==> src/rtl/counter_arbiter.sv <==
// Round-robin arbiter that time-shares one external counter between NUM_REQ
// requesters, loading the winner's interval length and pulsing done at max.
module counter_arbiter #(
  parameter int NUM_REQ = 4,
  parameter int WIDTH   = 8
) (
  input  logic                     clk,
  input  logic                     rst,
  input  logic [NUM_REQ-1:0]       req,
  input  logic [NUM_REQ*WIDTH-1:0] req_len,
  output logic [NUM_REQ-1:0]       grant,
  output logic [NUM_REQ-1:0]       done,
  output logic                     busy,
  output logic                     cnt_enable,
  output logic                     cnt_clear,
  output logic                     cnt_wrap,
  output logic [WIDTH-1:0]         cnt_max,
  input  logic                     cnt_at_max,
  input  logic [WIDTH-1:0]         cnt_count
);

  localparam int IDX_W = (NUM_REQ > 1) ? $clog2(NUM_REQ) : 1;
  localparam int SUM_W = IDX_W + 1;

  typedef enum logic [2:0] {
    IDLE  = 3'd0,
    CLEAR = 3'd1,
    RUN   = 3'd2,
    DONE  = 3'd3,
    ABORT = 3'd4
  } state_t;

  state_t           state;
  logic [IDX_W-1:0] rr_ptr;
  logic [IDX_W-1:0] win;
  logic [WIDTH-1:0] len_arr [NUM_REQ];
  logic             owner_req;
  logic             unused_count;

  // First set request strictly after ptr, wrapping; ptr itself has lowest priority.
  function automatic logic [IDX_W-1:0] rr_pick(input logic [NUM_REQ-1:0] r,
                                               input logic [IDX_W-1:0]   ptr);
    logic [IDX_W-1:0] pick;
    logic [SUM_W-1:0] idx;
    pick = ptr;
    for (int k = NUM_REQ; k >= 1; k--) begin
      idx = {1'b0, ptr} + SUM_W'(k);
      if (idx >= SUM_W'(NUM_REQ)) idx = idx - SUM_W'(NUM_REQ);
      if (r[idx[IDX_W-1:0]]) pick = idx[IDX_W-1:0];
    end
    return pick;
  endfunction

  function automatic logic [NUM_REQ-1:0] onehot(input logic [IDX_W-1:0] i);
    logic [NUM_REQ-1:0] v;
    v    = '0;
    v[i] = 1'b1;
    return v;
  endfunction

  for (genvar i = 0; i < NUM_REQ; i++) begin : g_len
    assign len_arr[i] = req_len[i*WIDTH +: WIDTH];
  end

  assign win          = rr_pick(req, rr_ptr);
  assign owner_req    = req[rr_ptr];
  assign cnt_wrap     = 1'b0;
  assign unused_count = ^cnt_count;

  // Enable drops in the same cycle at_max rises so the counter freezes at max.
  assign cnt_enable = (state == RUN) && !cnt_at_max;

  always_ff @(posedge clk or posedge rst) begin
    if (rst) begin
      state     <= IDLE;
      grant     <= '0;
      done      <= '0;
      busy      <= 1'b0;
      cnt_clear <= 1'b0;
      cnt_max   <= '0;
      rr_ptr    <= IDX_W'(NUM_REQ - 1);
    end else begin
      case (state)
        IDLE: begin
          if (|req) begin
            grant     <= onehot(win);
            cnt_max   <= len_arr[win];
            rr_ptr    <= win;
            busy      <= 1'b1;
            cnt_clear <= 1'b1;
            state     <= CLEAR;
          end
        end
        CLEAR: begin
          if (!owner_req) begin
            state <= ABORT;
          end else begin
            cnt_clear <= 1'b0;
            state     <= RUN;
          end
        end
        RUN: begin
          // An early request drop wins over a simultaneous at_max.
          if (!owner_req) begin
            cnt_clear <= 1'b1;
            state     <= ABORT;
          end else if (cnt_at_max) begin
            done      <= grant;
            cnt_clear <= 1'b1;
            state     <= DONE;
          end
        end
        DONE, ABORT: begin
          done      <= '0;
          grant     <= '0;
          busy      <= 1'b0;
          cnt_clear <= 1'b0;
          state     <= IDLE;
        end
        default: begin
          done      <= '0;
          grant     <= '0;
          busy      <= 1'b0;
          cnt_clear <= 1'b0;
          state     <= IDLE;
        end
      endcase
    end
  end

endmodule

==> config.mk <==
export PLATFORM = sky130hd
export DESIGN_NAME = counter_arbiter
export DESIGN_NICKNAME = d
export VERILOG_FILES = /design/src/rtl/counter_arbiter.sv
export SDC_FILE = /design/constraint.sdc
export NUM_CORES = 1
export LEC_CHECK = 0
export CORE_MARGIN = 5
export CORE_UTILIZATION = 40
export CTS_CLUSTER_SIZE = 40
export DETAILED_ROUTE_END_ITERATION = 10
export PLACE_DENSITY = 0.81
export SETUP_SLACK_MARGIN = 0.5
export SYNTH_ARGS = -nofsm -noshare
export SYNTH_HDL_FRONTEND = slang
export SYNTH_SLANG_ARGS = --single-unit
==> constraint.sdc <==
create_clock -name clk -period 2.5 [get_ports clk]
set_input_delay 0.5 -clock clk [delete_from_list [all_inputs] [get_ports clk]]
set_output_delay 0.5 -clock clk [all_outputs]
set_load 0.02 [all_outputs]
==> flow_summary.ini <==
[clock_tree]
cts_hold_buf = 0
cts_tree = done
cts_buffers = 3
cts-root-buf = clkbuf_4
clockBufferDepth = 2
clk_latency_ns = 0.31
cts-htree-levels = 1
clock_sinks = 23
path_clk_slew_ns = 0.13

[setup_path]
path_max_fanout = 5
worst-setup-path-type = in -> reg
cp_slowest_cell = mux4_2
cp-end-kind = flip-flop
worstPathRequired_ns = 2.71
cp_top_family = multiplexers
max_stage_delay_ns = 0.51
start_kind = input port
cp_num_buf_inv = 1
worstPathCellList = clkdlybuf4s50_1 -> mux4_2 -> and3_4 -> a22oi_1 -> a2bb2oi_1 -> nor2_1
worstSetupStartpoint = req[3]
rr_startpoint = rr_ptr[1]$_DFFE_PP1P_
cp.arrival_ns = 2.11

[timing]
skew_ns = 0.00695
fin_crit_ns = 1.90
setup_viol_count_final = 0
max_freq_ghz = 0.525
finalCritPeriodShare = 0.761
rsz0062_at_grt = true
setup-tns-final_ns = 0
slew_viol_final = 0
timing.final.hold_violations = 0
timing.hold.ws_ns = 0.496

[routing]
wl_met3_um = 363
wl_per_cell_um = 15.6
vias = 1343
antenna_left = 0
top_layer_used = met4
totalWireLength_mm = 3.78
dr.pass1.iters = 4
via_per_inst = 5.55
met2_wirelength_mm = 1.80
met1_length_mm = 1.57
drt_iter0_markers = 97
drc = 0

[worst_hold_path]
worstHoldStart = busy$_DFFE_PP0P_
hold_path_class = reg -> reg

[synthesis]
synthMuxAreaShare = 0.0168
yosysWarnings = 0
yosys.area_share.xor_xnor = 0.00655
synthAdderAreaFrac = 0
synthCells = 136
synth_compound_area_frac = 0.273
synth_top_family_by_area = compound AO/OA/AOI/OAI gates
seq_area_frac_synth = 0.432
syn-num-nets = 183
avgSynthCellArea_um2 = 9.83
synth_top_cell_area_share = 0.393
synth_simple_gate_area_frac = 0.209
ys_seq_elements = 23
synthTopCellsByArea = dfrtp_1, a22oi_1, a41oi_1, nand3b_1, nor2_1
yosys.area.top_type = dfrtp_1
synth.distinct_cells = 39
syn-cell-area_um2 = 1340

[grt]
antenna_found_initial = 0
grt_max_degree = 25
gr-total-overflow = 0
grt_pass1_vias = 1382
grt_pass1_wl_mm = 6.33
globalRouteTotalUtil = 0.181

[placed_design]
io_buffer_count = 57
place_inst = 235
dpl_cell_area_um2 = 1950
gp_congestion = 0.789
dp_hpwl_mm = 2.81

[die]
initial_utilization = 0.407
dieArea_um2 = 4600
die_h_um = 67.8
die_w_um = 67.8
core_area_um2 = 3280
std_cell_rows = 21
pin_count = 67

[layout]
area_growth_pct = 50.2
stdcell_count = 242
n_antenna_cell = 0
final_common_cell = clkdlybuf4s50_1
final_cell_area_um2 = 2010
drive_above_1_share = 0.153
layout_common_cells = clkdlybuf4s50_1, dfrtp_1, nor2_1
final_nets = 244

[run_status]
outcome = completed

[power_and_ir_drop]
power_w = 0.00234
leakagePower_nw = 0.795
powerDensity_nw_per_um2 = 1170
ir_drop_mv = 0.602

[job]
timing.max_cap.violations = 0
[flip-flops by register name (all words and copies together), names as in the netlist]
signal and cells:
state 3, cnt_clear 1, grant 4, busy 1, rr_ptr 2, cnt_max 8
done 4
[through the flow]
stage | setup slack [ns] | utilization
2_1_floorplan | 0.671 | -
3_3_place_gp | 0.217 | 0.592
3_5_place_dp | 0.201 | 0.592
4_1_cts | 0.526 | 0.602
5_1_grt | 0.492 | 0.612
6_report | 0.597 | 0.612
[report_power, final]
part | internal, W | switching (W)
Clock | 0.0000624 | 0.000113
Sequential | 0.000559 | 0.000174
Combinational | 0.000718 | 0.000715
Total | 0.00134 | 0.00100
[worst paths after layout]
kind                                          end  slack (ns)  depth (start not counted)
max                           done[1]$_DFFE_PP0P_        0.60                          6
min                              busy$_DFFE_PP0P_        0.50                          1
max reg2reg                   done[1]$_DFFE_PP0P_        0.65                          5
max in group asynchronous   rr_ptr[0]$_DFFE_PP1P_        1.71                          3
min reg2reg                      busy$_DFFE_PP0P_        0.50                          1
min in group asynchronous  cnt_max[2]$_DFFE_PP0P_        0.51                          3
[synthesized netlist by cell type (all sizes together)]
master / count
o21ba: 1
nor3b: 1
conb: 1
o2bb2ai: 2
nand3: 9
and3: 1
or2b: 1
a22oi: 12
nand3b: 9
nand2: 2
a21oi: 4
nor2b: 1
dfrtp: 21
nor4: 2
a41oi: 8
inv: 4
a2bb2oi: 4
a211oi: 2
mux4: 1
clkbuf: 4
a31oi: 1
o21ai: 3
a221oi: 1
xnor2: 1
o21a: 1
a22o: 3
nor3: 5
buf: 6
a32o: 1
a21o: 2
nor2: 18
dfstp: 2
nand2b: 2
[worst reg2reg max path: cells and delay by family (launching register included)]
kind,cells,cell delay (ns)
and+or+nand+nor,2,0.27
AOI/OAI and AO/OA,2,0.35
DFF,1,0.60
muxes,1,0.52
[layer usage]
layer / GRT usage / vias up
li1: - / 637
met1: 0.224 / 639
met2: 0.303 / 63
met3: 0.0493 / 4
met4: 0.0620 / 0
met5: 0 / -
[kinds of logic (layout without fill, tap and decap cells)]
family / after synthesis / after routing
AO/OA/AOI/OAI: 45 / 45
XOR/XNOR: 1 / 1
buffers and inverters: 14 / 74
flip-flops: 23 / 23
multiplexers: 1 / 1
other: 1 / 1
AND/OR/NAND/NOR: 51 / 51
[cell type report]
type	count	area, µm²
Sequential cell	23	581
Clock buffer	4	26.3
Tap cell	46	57.6
Inverter	4	15.0
Fill cell	265	1270
Timing Repair Buffer	66	638
Multi-Input combinational cell	99	692
[what timing repair did]
| item | CTS | global route |
|---|---|---|
| setup buffers | 0 | 3 |
| setup endpoints to repair | 1 | 13 |
| resized for setup | 6 | 7 |
Power figures use the tool's default switching activity.
